==> src/rtl/queue_occ.sv <==
// Synchronous FIFO using all 2**ADDR_W entries through an explicit occupancy
// counter, with flush, almost-full/empty thresholds and sticky error flags.
module queue_occ #(
    parameter int WIDTH    = 2,
    parameter int ADDR_W   = 8,
    parameter int AF_LEVEL = (1 << ADDR_W) - 2,
    parameter int AE_LEVEL = 2
) (
    input  logic              clk,
    input  logic              rst,
    input  logic              flush,
    input  logic              push,
    input  logic              pop,
    input  logic [WIDTH-1:0]  data_in,
    output logic [WIDTH-1:0]  data_out,
    output logic              data_valid,
    output logic [ADDR_W:0]   count,
    output logic              full,
    output logic              empty,
    output logic              almost_full,
    output logic              almost_empty,
    output logic              ovf_err,
    output logic              udf_err
);

    localparam int DEPTH = 1 << ADDR_W;
    localparam logic [ADDR_W:0] DEPTH_CNT = (ADDR_W+1)'(DEPTH);
    localparam logic [ADDR_W:0] AF_CNT    = (ADDR_W+1)'(AF_LEVEL);
    localparam logic [ADDR_W:0] AE_CNT    = (ADDR_W+1)'(AE_LEVEL);

    logic [WIDTH-1:0]  mem [DEPTH];
    logic [ADDR_W-1:0] wr_ptr;
    logic [ADDR_W-1:0] rd_ptr;
    logic              push_acc;
    logic              pop_acc;

    // Flags come only from the registered count, never from pointer equality.
    assign full         = (count == DEPTH_CNT);
    assign empty        = (count == '0);
    assign almost_full  = (count >= AF_CNT);
    assign almost_empty = (count <= AE_CNT);

    // A full queue may still take a push when a pop frees a slot in the same
    // cycle; an empty queue never forwards a push straight to the output.
    always_comb begin
        pop_acc  = pop & ~empty;
        push_acc = push & (~full | pop_acc);
    end

    always_ff @(posedge clk) begin
        if (push_acc && !flush) begin
            mem[wr_ptr] <= data_in;
        end
    end

    always_ff @(posedge clk or posedge rst) begin
        if (rst) begin
            wr_ptr <= '0;
            rd_ptr <= '0;
            count  <= '0;
        end else if (flush) begin
            wr_ptr <= '0;
            rd_ptr <= '0;
            count  <= '0;
        end else begin
            if (push_acc) begin
                wr_ptr <= wr_ptr + ADDR_W'(1);
            end
            if (pop_acc) begin
                rd_ptr <= rd_ptr + ADDR_W'(1);
            end
            case ({push_acc, pop_acc})
                2'b10:   count <= count + (ADDR_W+1)'(1);
                2'b01:   count <= count - (ADDR_W+1)'(1);
                default: count <= count;
            endcase
        end
    end

    always_ff @(posedge clk or posedge rst) begin
        if (rst) begin
            data_out   <= '0;
            data_valid <= 1'b0;
        end else if (flush) begin
            data_out   <= '0;
            data_valid <= 1'b0;
        end else begin
            data_valid <= pop_acc;
            if (pop_acc) begin
                data_out <= mem[rd_ptr];
            end
        end
    end

    // Error flags are sticky until reset or flush.
    always_ff @(posedge clk or posedge rst) begin
        if (rst) begin
            ovf_err <= 1'b0;
            udf_err <= 1'b0;
        end else if (flush) begin
            ovf_err <= 1'b0;
            udf_err <= 1'b0;
        end else begin
            if (push && !push_acc) begin
                ovf_err <= 1'b1;
            end
            if (pop && !pop_acc) begin
                udf_err <= 1'b1;
            end
        end
    end

endmodule
==> config.mk <==
export PLATFORM = sky130hd
export DESIGN_NAME = queue_occ
export DESIGN_NICKNAME = d
export VERILOG_FILES = /design/src/rtl/queue_occ.sv
export SDC_FILE = /design/constraint.sdc
export NUM_CORES = 1
export LEC_CHECK = 0
export BUFFER_PORTS_ARGS = -buffer_cell sky130_fd_sc_hd__buf_2
export CAP_MARGIN = 0
export CORE_ASPECT_RATIO = 0.75
export CORE_UTILIZATION = 35
export CTS_CLUSTER_SIZE = 16
export DETAILED_ROUTE_END_ITERATION = 10
export GPL_TIMING_DRIVEN = 0
export PLACE_DENSITY = 0.49
export SLEW_MARGIN = 20
export SYNTH_ARGS = -nofsm -noshare
export SYNTH_HDL_FRONTEND = slang
export SYNTH_SLANG_ARGS = --single-unit
==> constraint.sdc <==
create_clock -name clk -period 3.06 [get_ports clk]
set_input_delay 0.459 -clock clk [delete_from_list [all_inputs] [get_ports clk]]
set_output_delay 0.459 -clock clk [all_outputs]
set_load 0.05 [all_outputs]
Word-level counts from Yosys, hierarchy flattened
Memories as Yosys holds them, arrays and structs flattened. Index checks and enable logic that the tools add are counted.

Multiplexer cells: 15. Bitwise operators: 5. Add/subtract/negate cells: 4. Eq/ne operators: 3. Reduce and logical (&&, ||, !) cells: 12. $lt $le $gt $ge: 2.

Operator list (number): two-way mux 8 bit (4); one-hot mux 9 bit (2 select lines) (1); adder 8 x 1 -> 8 bit, second input constant (2); adder 9 x 1 -> 9 bit, second input constant (1); == test 9 bit, second input constant (1); greater-or-equal comparator 9 x 8 -> 1 bit, second input constant (1); less-or-equal comparator 9 x 2 -> 1 bit, second input constant (1); zero test 9 bit (1); two-way mux 9 bit (1); subtractor 9 x 1 -> 9 bit, second input constant (1); nonzero test 2 bit (4); two-way mux 1 bit (7); two-way mux 2 bit (2); logical AND 1 bit (3); zero test 1 bit (3); nonzero test 3 bit (1); bitwise AND 1 bit (2); == test 2 x 1 -> 1 bit, second input constant (1); == test 2 bit, second input constant (1); inverter 1 bit (2); bitwise OR 1 bit (1).

Input bits: 7. Word-level logic and storage cells: 49. Memories: 1. RAM bits: 512. Output and inout bits: 18. Register bits after elaboration: 30.

Memories: mem (depth 256, width 2, rd ports 1, clocked after Yosys merged registers in 0, write ports 1, RTL line 31) `logic [WIDTH-1:0] mem [DEPTH];`.

Longest topological paths before layout
Gate-level depths: netlist of the first run.

Depth after elaboration: 9. Depth in mapped cells: 12. Mapped depth without buffers: 12.

Worst setup path after synthesis of the first run
OpenSTA, ideal clock, no wires.

Path kind: reg2reg. Start: reg count[2]. End: reg count[8]. Arrival time: 4056 ps. Setup time: 135 ps. Buffers on the path: 0. Data required time: 2925 ps. Clock period less this slack: 4192 ps. Cell stages (with the launch flop): 13. Slack: -1132 ps. Cells stage by stage: dfrtp_1 or4_4 nor4_4 or2b_2 nor2_1 fa_1 a21o_1 a21oi_1 o21bai_1 a2111oi_0 o21a_1 o21ai_0 nor3b_1.

Word-level cells in the longest chain between the ends: 8. Elaborated cells on any way between the ends: 14. Those cells by class: 2 x add/sub; 3 x eq/ne; 2 x mux; 5 x bitwise; 2 x reduce/logical.

Ends and longest elaborated chain: from (decl) (RTL line 17) `output logic [ADDR_W:0] count,`; from (signal assigned) (RTL line 73) `2'b10: count <= count + (ADDR_W+1)'(1);`; from (signal assigned) (RTL line 74) `2'b01: count <= count - (ADDR_W+1)'(1);`; from (signal assigned) (RTL line 75) `default: count <= count;`; zero test 9 bit (*) (RTL line 39) `assign empty = (count == '0);`; named net empty (RTL line 19) `output logic empty,`; inverter 1 bit (*) (RTL line 46) `pop_acc = pop & ~empty;`; bitwise AND 1 bit (*) (RTL line 46); bitwise OR 1 bit (RTL line 47) `push_acc = push & (~full | pop_acc);`; bitwise AND 1 bit (RTL line 47); == test 2 x 1 -> 1 bit or == test 2 bit (tied branches) (RTL line 72) `case ({push_acc, pop_acc})`; one-hot mux 9 bit (2 select lines) (RTL line 72); two-way mux 9 bit (RTL line 61) `end else if (flush) begin`.

The timed path passes the listed nets; every way through them passes the cells marked *. A chain may end at the register's enable or synchronous reset.

Worst setup path in the final report of the first run
Start: reg count[3]. End: reg count[8].

Word-level cells in the longest chain between the ends: 8. Elaborated cells on any way between the ends: 14. Those cells by class: 2 x add/sub; 3 x eq/ne; 2 x mux; 5 x bitwise; 2 x reduce/logical.

Ends and longest elaborated chain (RTL line): zero test 9 bit (39); inverter 1 bit (46); bitwise AND 1 bit (46); bitwise OR 1 bit (47); bitwise AND 1 bit (47); == test 2 x 1 -> 1 bit or == test 2 bit (tied branches) (72); one-hot mux 9 bit (2 select lines) (72); two-way mux 9 bit (61).

Parallel ways exist; a longest one is shown, timed or not.

==> flow_summary_export.csv, run 1 <==
group,metric,value,unit
layout,num-nets-final,1436,
critical_path,timing.critical_path.from,"count[3]",
clock_network,maximum_root_to_sink_buffer_count,3,
critical_path,arrival,3.62,ns
route,post_drt_via_cell_ratio,5.35,
logic_synthesis,postSynthAreaPerCell,17.2,um2
placement,dpl_hpwl,41200,um
critical_path,setup.worst_path.end,"count[8]",
layout,most_used_cells_in_the_layout_excluding_fill_and_tap_cells,"edfxtp_1, nor2_1, mux4_2",
floorplanning,boundaryPins,25,
floorplanning,die_x,296,um
global_route,global_route_wire_length_before_repair,92400,um
route,first_iter_violations,1470,
floorplanning,count_of_standard_cell_rows,80,
placement,place_congestion,0.828,
critical_path,timing.reg2reg.worst_path_depth,12,
outcome,violations,"setup timing",
layout,area_overhead_vs_synth,15.2,%
global_route,antenna_found_initial,3,
outcome,status,"complete, but fails checks",
global_route,grt_pass1_vias,12700,
critical_path,required_time_of_the_critical_path,3.53,ns
floorplanning,fp.coreArea,63800,um2
clock_network,h_tree_lvl_count,2,
layout,drive_gt1_share,24.6,%
clock_network,clkSlewWorstSetupHoldPaths,0.07,ns
floorplanning,die_height,222,um
timing,clock_skew,0.0237,ns
timing,timing_max_transition_violations_final,0,
power_and_ir_drop,irDropWorstVdd,0.499,mV
route,drt_pass1_iterations,5,
route,count_of_unresolved_drc_violations_after_routing,0,
clock_network,clock-sinks,542,
critical_path,worstSetupStartpointType,"register",
floorplanning,die_area,65700,um2
timing,grt_setup_unrepaired,"yes",
layout,mostFrequentLayoutCell,"edfxtp_1",
timing,worst_slew_pin_slew,1.19,ns
global_route,globalRoute.totalOverflow,0,
logic_synthesis,yosys_synthesis_warning_count,0,
timing,setup_ws,-0.0887,ns
timing,setup_violations,1,
power_and_ir_drop,leakage_power_of_the_design,7.92,nW
logic_synthesis,syn_nets,1336,
critical_path,cp_max_fo,4,
logic_synthesis,ys_seq_area_share,71.3,%
timing,report.final.hold_viol_count,0,
route,totalWireLength,64700,um
logic_synthesis,ys_dominant_reg_cell,"edfxtp_1",
route,wire_per_inst,27.9,um
power_and_ir_drop,cellPowerDensity,760,nW/um2
flow_run,drv.max_cap_violation_count,0,
clock_network,tritoncts_clock_tree,"yes",
floorplanning,floorplan.initialDensity,35.5,%
hold_path,hold_path.class,"in -> reg",
critical_path,crit-reg2reg-launch,"count[3]",
timing,smallest_hold_slack,0.189,ns
timing,final_cycle_utilization_of_the_critical_path,103,%
timing,time_the_worst_path_needs_with_i_o_delays_and_setup,3.15,ns
critical_path,timing.reg2reg.setup_slack,-0.09,ns
logic_synthesis,synth_cells,1316,
global_route,pin_count_of_the_biggest_net_entering_global_routing,131,
route,post_drt_antenna_nets,0,
logic_synthesis,synth-seq-cells,542,
clock_network,clk_root_buffer_cell,"clkbuf_16",
timing,slew-limit-headroom,20.9,%
layout,fin_util,40.9,%
logic_synthesis,synth.lib_cells_used.distinct,62,
clock_network,insertion_delay,0.61,ns
global_route,gr-usage-all-layers,20.0,%
timing,maximum_clock_frequency,318,MHz
route,num_vias,12400,
clock_network,number_of_buffers_created_by_cts,52,
critical_path,setup.worst_path.class,"reg -> reg",
critical_path,rr_endpoint,"count[8]",
critical_path,crit_path_end_kind,"register",
logic_synthesis,synth_edf_count,512,
placement,io_buffers,23,
logic_synthesis,ys_async_sr_fraction,5.54,%
logic_synthesis,mappedNetlistArea,22600,um2
[critical path, stage by stage, from the launching register on]
cell and delay (ns):
dfrtp_2 0.43, or4_4 0.59, nor4_4 0.18, or2b_4 0.19, nor2_4 0.06, fa_2 0.36
a21o_1 0.20, a21oi_2 0.18, o21bai_2 0.10, a2111oi_4 0.33, nor3_1 0.12, nor3_1 0.20
nor3b_2 0.07
[how the worst min path moves through the flow]
stage / from / to / slack (ns) / cells after the start
after floorplan: wr_ptr[1] / wr_ptr[1] / 0.54 / 2
after global routing: pop / udf_err / 0.21 / 3
after detailed placement: udf_err / udf_err / 0.48 / 2
after CTS: pop / udf_err / 0.16 / 3
after global placement: udf_err / udf_err / 0.48 / 2
final: pop / udf_err / 0.19 / 3
[layout make-up]
cell class                      instances  area (um2)
Fill cell                            5843       37700
Sequential cell                       542       16100
Multi-Input combinational cell        681        6190
Clock buffer                           70        1390
Tap cell                              861        1080
Buffer                                 85         598
Timing Repair Buffer                   46         382
Clock inverter                         27         249
Inverter                                8        30.0
Antenna cell                            1        2.50
[timing repair]
item,in CTS,in global routing
pin swaps,10,9
gates cloned,0,0
hold buffers,1,0
gates resized for setup,55,32
hold endpoints to repair,18,0
setup endpoints to repair,146,123
buffers inserted,13,3
[cells in the mapped netlist (3+ instances only)]
master	instances	area share, %
edfxtp_1	512	68
ha_1	12	0.66
nor3_1	6	0.13
o31ai_1	7	0.23
inv_1	8	0.13
xnor2_1	9	0.35
or3_1	3	0.083
buf_4	17	0.56
nor2b_1	9	0.25
buf_2	22	0.49
buf_6	3	0.15
nor4_1	4	0.11
nand3_1	16	0.35
nand2_2	3	0.083
clkbuf_1	33	0.55
buf_1	10	0.17
nor2_1	293	4.9
dfrtp_1	30	3.3
o22ai_1	9	0.25
or2_2	5	0.14
mux4_2	138	14
nand4_1	5	0.14
a21oi_1	12	0.27
o21ai_0	13	0.29
nand2_1	41	0.68
xor2_1	9	0.35
o21bai_1	3	0.10
mux2i_1	41	1.8
a211oi_1	3	0.10
[registers in the layout, summed over array words and instances, names as in the netlist]
name	flops
data_valid	1
udf_err	1
wr_ptr	8
ovf_err	1
data_out	2
count	9
mem	512
rd_ptr	8
[power by group]
group / internal (W) / switching, W
sequential: 0.00820 / 0.000154
combinational: 0.00218 / 0.00282
clock: 0.00360 / 0.00284
[stage by stage]
stage                     TNS, ns  instances  worst slack (ns)  total power [W]  cell area (um2)
final                     -0.0887       2321           -0.0887           0.0198            26100
after global routing       -0.283       2320            -0.225           0.0205            26000
after CTS                  -0.229       2317            -0.229           0.0198            25900
after detailed placement   -11.63       2206            -0.836           0.0131            24000
after global placement    -834.04       2200             -1.44           0.0131            23800
after floorplan             -2.41       1316            -0.768           0.0115            22600
[metal layers]
| metal | wire length, um | GRT usage (%) | share of wire, % | vias to the layer above |
|---|---|---|---|---|
| li1 | - | - | - | 5334 |
| met1 | 30800 | 31.1 | 48 | 6568 |
| met2 | 27900 | 28.9 | 43 | 445 |
| met3 | 4880 | 3.97 | 7.5 | 76 |
| met4 | 1050 | 4.25 | 1.6 | 0 |
| met5 | 0 | 0 | 0 | - |
[cells by family after synthesis]
| logic type | count (synthesis) | share of synthesized area, % |
|---|---|---|
| AOI/OAI and AO/OA | 68 | 2.09 |
| xor gates and xnor gates | 18 | 0.697 |
| adders and majority gates | 13 | 0.752 |
| buffers and inverters | 93 | 2.05 |
| DFF | 542 | 71.3 |
| muxes | 179 | 15.6 |
| and+or+nand+nor | 403 | 7.58 |
Note: power is estimated with default switching activity, not from simulation.
==> inputs of run 2 (changes only) <==
--- a/config.mk
+++ b/config.mk
@@ -5,6 +5,7 @@
 export SDC_FILE = /design/constraint.sdc
 export NUM_CORES = 1
 export LEC_CHECK = 0
+export ABC_AREA = 1
 export BUFFER_PORTS_ARGS = -buffer_cell sky130_fd_sc_hd__buf_2
 export CAP_MARGIN = 0
 export CORE_ASPECT_RATIO = 0.75
@@ -12,8 +13,7 @@
 export CTS_CLUSTER_SIZE = 16
 export DETAILED_ROUTE_END_ITERATION = 10
 export GPL_TIMING_DRIVEN = 0
-export PLACE_DENSITY = 0.49
-export SLEW_MARGIN = 20
+export PLACE_DENSITY = 0.47
 export SYNTH_ARGS = -nofsm -noshare
 export SYNTH_HDL_FRONTEND = slang
 export SYNTH_SLANG_ARGS = --single-unit
==> constraint.sdc (replaced) <==
create_clock -name clk -period 3.7 [get_ports clk]
set_input_delay 0.555 -clock clk [delete_from_list [all_inputs] [get_ports clk]]
set_output_delay 0.555 -clock clk [all_outputs]
set_load 0.05 [all_outputs]
==> run 2 against run 1 <==
Effect of this change: the flow now finishes without violations; worst setup slack improved by 0.38 ns; synthesized cell count is 83% higher; utilization shrank 1.0 points; critical endpoint is now data_out[1]; largest cell class unchanged; largest power group unchanged.
==> flow_summary_export.csv, run 2 <==
group,metric,value,unit
logic_synthesis,synth.lib_cells_used.distinct,37,
flow_run,drv.max_cap_violation_count,0,
route,top_layer,"met5",
layout,top_regs,"mem (512), count (9)",
global_route,globalRoute.totalOverflow,0,
route,first_iter_violations,2153,
route,num_vias,18300,
clock_network,clkSlewWorstSetupHoldPaths,0.07,ns
layout,area_overhead_vs_synth,12.6,%
route,drt_pass1_iterations,8,
critical_path,worstSetupStartpointType,"register",
outcome,status,"completed",
floorplanning,floorplan.initialDensity,35.4,%
power_and_ir_drop,leakage_power_of_the_design,10.1,nW
critical_path,cp_max_fo,10,
clock_network,number_of_buffers_created_by_cts,56,
critical_path,required_time_of_the_critical_path,4.21,ns
floorplanning,die_x,306,um
layout,num-nets-final,2511,
placement,dpl_hpwl,58200,um
global_route,grt_pass1_vias,17300,
timing,slew-limit-headroom,14.4,%
clock_network,insertion_delay,0.62,ns
logic_synthesis,synth_edf_count,512,
timing,grt_setup_unrepaired,"no",
placement,place_congestion,0.933,
timing,maximum_clock_frequency,293,MHz
logic_synthesis,ys_seq_area_share,66.5,%
clock_network,tritoncts_clock_tree,"yes",
critical_path,critPathSlowestCell,"clkinv_1",
logic_synthesis,yosys_synthesis_warning_count,0,
clock_network,postCtsSetupBuffers,0,
layout,largest_register_ffs,512,
global_route,global_route_wire_length_before_repair,125000,um
logic_synthesis,synthDominantAreaCellType,"edfxtp_1",
route,post_drt_antenna_nets,0,
layout,fin_util,39.9,%
clock_network,clk_root_buffer_cell,"clkbuf_16",
route,post_drt_via_cell_ratio,5.33,
power_and_ir_drop,fin_total_pwr,0.0168,W
critical_path,worstPathBufferInverterCount,3,
logic_synthesis,leading_cell_types_by_total_area_after_synthesis,"edfxtp_1, nor2_1, nand2_1",
route,drt-met1-wl,41500,um
logic_synthesis,syn_nets,2425,
logic_synthesis,postSynthAreaPerCell,10.1,um2
critical_path,critical-path-top-delay-family,"simple AND/OR/NAND/NOR gates",
layout,final_design_area_no_fill,27300,um2
logic_synthesis,synth.top_cells.by_count,"nor2_1, nand2_1, edfxtp_1",
placement,placedCellCount,3323,
floorplanning,count_of_standard_cell_rows,83,
layout,final_cells,3425,
floorplanning,fp.coreArea,68500,um2
layout,drive_gt1_share,8.45,%
critical_path,crit_path_end_kind,"register",
layout,multi_input_gate_area_in_the_final_layout,6780,um2
route,count_of_unresolved_drc_violations_after_routing,0,
logic_synthesis,synth_cells,2405,
clock_network,clock-sinks,542,
logic_synthesis,synth-seq-cells,542,
critical_path,path_cells,"buf_2, nand2_2, clkinv_1, buf_2, nand2_1, nand2_1, nor2_1, nand2_1, nand3_1, nand2_1, nand3_1, nand2_1, nand2_1, nand2_1",
timing,report.final.hold_viol_count,0,
critical_path,arrival,3.92,ns
route,wire_per_inst,25.8,um
clock_network,h_tree_lvl_count,2,
floorplanning,die_height,230,um
timing,setup_violations,0,
clock_network,post_cts_resized,0,
power_and_ir_drop,cellPowerDensity,616,nW/um2
layout,fillers,6857,
route,met2_length,36900,um
clock_network,maximum_root_to_sink_buffer_count,3,
route,detailroute.wirelength.met3,8290,um
route,totalWireLength,88500,um
timing,worst_slew_pin_slew,1.28,ns
timing,setup-tns-final,0,ns
critical_path,cpMostUsedCell,"nand2_1",
layout,diodes_inserted,0,
layout,ff_latch_area,16100,um2
layout,largest-register,"mem",
logic_synthesis,ys_async_sr_fraction,5.54,%
floorplanning,die_area,70400,um2
global_route,gr-usage-all-layers,25.0,%
logic_synthesis,ys_dominant_reg_cell,"edfxtp_1",
layout,mostFrequentLayoutCell,"nor2_1",
placement,io_buffers,23,
timing,final_cycle_utilization_of_the_critical_path,92.2,%
logic_synthesis,yosysMostFrequentCell,"nor2_1",
floorplanning,boundaryPins,25,
timing,time_the_worst_path_needs_with_i_o_delays_and_setup,3.41,ns
critical_path,setup.worst_path.class,"reg -> reg",
placement,placed_area,25600,um2
logic_synthesis,synthDominantCellAreaShare,63.4,%
global_route,pin_count_of_the_biggest_net_entering_global_routing,139,
layout,most_used_cells_in_the_layout_excluding_fill_and_tap_cells,"nor2_1, nand2_1, edfxtp_1",
timing,clock_skew,0.0137,ns
critical_path,critical-path-max-stage-delay,0.64,ns
power_and_ir_drop,irDropWorstVdd,0.436,mV
clock_network,hold_buffers,0,
logic_synthesis,mappedNetlistArea,24300,um2
hold_path,hold_path.class,"in -> reg",
global_route,antenna_found_initial,5,
timing,timing_max_transition_violations_final,0,
run 2: changes by cell type in the layout (fill, tap and decap cells not counted), sizes merged, moves of 26 or more:
cell	change
nand2	+481
nor2	+276
o21ai	+164
inv	+158
mux4	-138
nand3	+136
mux2i	-41
o211ai	+36
a21oi	+26
run 2: path summary, 6_finish.rpt:
kind / slack [ns] / end / cells after the start / from
hold / removal: 0.23 / ovf_err / 3 / push
max in group asynchronous: 2.73 / rd_ptr[1] / 4 / rst
setup / recovery: 0.29 / data_out[1] / 14 / rd_ptr[2]
hold reg to reg: 0.48 / data_out[0] / 2 / data_out[0]
min in group asynchronous: 0.50 / ovf_err / 3 / rst
setup reg to reg: 0.29 / data_out[1] / 14 / rd_ptr[2]
run 2: kinds of logic after synthesis:
kind of cell / Yosys count / share of synthesized area, %
AOI/OAI and AO/OA: 262 / 5.91
buffers and inverters: 309 / 5.58
adders and majority gates: 13 / 0.701
xor gates and xnor gates: 7 / 0.253
DFF: 542 / 66.5
and+or+nand+nor: 1272 / 21.1
run 2: metrics by stage:
step,hold WS [ns],worst slack (ns)
2_1_floorplan,0.492,0.663
3_3_place_gp,0.465,-1.41
3_5_place_dp,0.468,0.410
4_1_cts,0.203,0.390
5_1_grt,0.229,0.204
6_report,0.230,0.288
run 2: final cells by class:
class / count / area share [%]
sequential: 542 / 59.0
multi-input combinational: 1554 / 24.8
clock buffer: 79 / 5.63
tap: 892 / 4.09
buffer: 137 / 2.59
inverter: 172 / 2.36
timing repair buffer: 28 / 0.934
clock inverter: 21 / 0.550
run 2: power by group:
group	internal [W]	leakage (nW)	switching (W)
logic	0.00106	4.24	0.00349
clock network	0.00301	0.823	0.00244
registers	0.00677	5.01	0.0000627
run 2: routing by layer:
layer / track usage, % / vias up
li1: - / 8203
met1: 38.4 / 9158
met2: 36.3 / 782
met3: 4.75 / 111
met4: 5.68 / 2
met5: 0 / -
run 2: worst reg2reg max path: stages (launching register included):
cell	delay (ns)
dfrtp_1	0.36
buf_2	0.19
nand2_2	0.30
clkinv_1	0.64
buf_2	0.51
nand2_1	0.15
nand2_1	0.06
nor2_1	0.30
nand2_1	0.13
nand3_1	0.15
nand2_1	0.07
nand3_1	0.08
nand2_1	0.18
nand2_1	0.12
nand2_1	0.05
==> inputs of run 3 (changes only) <==
--- a/config.mk
+++ b/config.mk
@@ -13,7 +13,7 @@
 export CTS_CLUSTER_SIZE = 16
 export DETAILED_ROUTE_END_ITERATION = 10
 export GPL_TIMING_DRIVEN = 0
-export PLACE_DENSITY = 0.47
+export PLACE_DENSITY = 0.58
 export SYNTH_ARGS = -nofsm -noshare
 export SYNTH_HDL_FRONTEND = slang
 export SYNTH_SLANG_ARGS = --single-unit
==> run 3 against run 2 <==
Effect of this change: total power is 1.8% lower; die area stayed put; via count is 1.7% higher; combinational power down 3%; critical endpoint is now data_out[0]; highest routed layer is now met4.
==> flow_summary_export.csv, run 3 (same netlist as run 2, synthesis figures left out) <==
group,metric,value,unit
critical_path,timing.reg2reg.setup_slack,0.47,ns
layout,top_regs,"mem (512), count (9)",
clock_network,h_tree_lvl_count,2,
global_route,pin_count_of_the_biggest_net_entering_global_routing,144,
global_route,globalRoute.totalOverflow,0,
route,drt_pass1_iterations,5,
critical_path,arrival,3.78,ns
placement,dp_slack,0.560,ns
layout,largest_register_ffs,512,
floorplanning,die_height,230,um
critical_path,rr_endpoint,"data_out[0]",
clock_network,clock-sinks,542,
route,post_drt_antenna_nets,0,
clock_network,clkSlewWorstSetupHoldPaths,0.06,ns
timing,time_the_worst_path_needs_with_i_o_delays_and_setup,3.23,ns
layout,diodes_inserted,0,
floorplanning,fp.coreArea,68500,um2
critical_path,worstSetupStartpointType,"register",
route,first_iter_violations,2744,
route,num_vias,18600,
timing,grt_setup_unrepaired,"no",
clock_network,maximum_root_to_sink_buffer_count,3,
critical_path,crit_path_end_kind,"register",
timing,maximum_clock_frequency,309,MHz
layout,final_design_area_no_fill,27200,um2
critical_path,timing.critical_path.from,"rd_ptr[0]",
layout,mostFrequentLayoutCell,"nor2_1",
power_and_ir_drop,irDropWorstVdd,0.445,mV
layout,final_cells,3421,
critical_path,timing.reg2reg.worst_path_depth,12,
route,totalWireLength,82100,um
floorplanning,floorplan.initialDensity,35.4,%
flow_run,drv.max_cap_violation_count,0,
global_route,global_route_wire_length_before_repair,118000,um
timing,worst_slew_pin_slew,1.19,ns
clock_network,tritoncts_clock_tree,"yes",
clock_network,number_of_buffers_created_by_cts,54,
global_route,grt_pass1_vias,17500,
clock_network,insertion_delay,0.62,ns
power_and_ir_drop,cellPowerDensity,608,nW/um2
timing,setup-tns-final,0,ns
critical_path,required_time_of_the_critical_path,4.25,ns
placement,dpl_hpwl,54800,um
critical_path,cp_max_fo,10,
layout,fillers,6737,
placement,placedCellCount,3322,
floorplanning,boundaryPins,25,
outcome,status,"completed",
critical_path,crit-reg2reg-launch,"rd_ptr[0]",
layout,area_overhead_vs_synth,12.1,%
floorplanning,count_of_standard_cell_rows,83,
placement,io_buffers,23,
placement,place_congestion,0.977,
power_and_ir_drop,leakage_power_of_the_design,10.0,nW
route,post_drt_via_cell_ratio,5.42,
hold_path,hold_path.class,"in -> async",
timing,slew-limit-headroom,20.6,%
layout,largest-register,"mem",
clock_network,hold_buffers,0,
floorplanning,die_x,306,um
clock_network,postCtsSetupBuffers,0,
timing,setup_ws,0.467,ns
layout,num-nets-final,2506,
timing,smallest_hold_slack,0.0663,ns
layout,most_used_cells_in_the_layout_excluding_fill_and_tap_cells,"nor2_1, nand2_1, edfxtp_1",
critical_path,setup.worst_path.class,"reg -> reg",
timing,clock_skew,0.0162,ns
placement,placed_area,25600,um2
global_route,antenna_found_initial,1,
route,count_of_unresolved_drc_violations_after_routing,0,
layout,drive_gt1_share,8.22,%
timing,setup_violations,0,
timing,timing_max_transition_violations_final,0,
floorplanning,die_area,70400,um2
clock_network,post_cts_resized,0,
timing,final_cycle_utilization_of_the_critical_path,87.4,%
timing,report.final.hold_viol_count,0,
route,wire_per_inst,24.0,um
clock_network,clk_root_buffer_cell,"clkbuf_16",
global_route,gr-usage-all-layers,23.2,%
-- run 3: cell count changes in the layout (fill, tap and decap cells not counted), sizes merged --
cell / before / now
buf: 119 / 117
bufinv: 2 / 1
clkbuf: 124 / 118
clkinv: 21 / 27
clkinvlp: 2 / 1
dlygate4sd3: 1 / 0
inv: 168 / 169
-- run 3: critical path, stage by stage (launching register included) --
cell	delay, ns
dfrtp_1	0.35
buf_2	0.23
clkbuf_1	0.80
o21ai_0	0.22
o211ai_1	0.36
nand3_1	0.32
nand2_1	0.15
nand3_1	0.15
nand2_1	0.13
nand3_1	0.07
nand2_1	0.10
nand2_1	0.16
nand2_1	0.11
-- run 3: routing by layer --
| layer | vias up | track usage (%) | share of wire (%) |
|---|---|---|---|
| li1 | 8189 | - | - |
| met1 | 9168 | 34.7 | 44 |
| met2 | 1073 | 34.2 | 42 |
| met3 | 128 | 4.70 | 12 |
| met4 | 0 | 5.53 | 2.1 |
| met5 | - | 0 | 0 |
-- run 3: stage by stage --
step,power [W],utilization (%)
3_5_place_dp,0.0113,37.3
3_3_place_gp,0.0113,37.2
6_report,0.0165,39.7
2_1_floorplan,0.00947,-
5_1_grt,0.0171,39.7
4_1_cts,0.0164,39.7
-- run 3: power by group --
part | total [W] | leakage, nW | switching [W] | internal, W
logic | 0.00442 | 4.22 | 0.00336 | 0.00106
clock network | 0.00528 | 0.795 | 0.00241 | 0.00287
registers | 0.00684 | 5.01 | 0.0000679 | 0.00677
-- run 3: worst max-delay path by stage --
stage          depth (start not counted)     endpoint
2_1_floorplan                          2  almost_full
4_1_cts                               15     count[5]
3_5_place_dp                          15     count[5]
5_1_grt                               15     count[5]
6_report                              12  data_out[0]
3_3_place_gp                           1  mem[238][0]
-- run 3: cell type report --
class                           instances  area (um2)  area share [%]
Tap cell                              892        1120            4.10
Clock buffer                           73        1490            5.47
Multi-Input combinational cell       1554        6780            24.9
Inverter                              172         646            2.37
Buffer                                137         707            2.60
Sequential cell                       542       16100            59.3
Clock inverter                         26         143           0.525
Timing Repair Buffer                   25         190           0.699
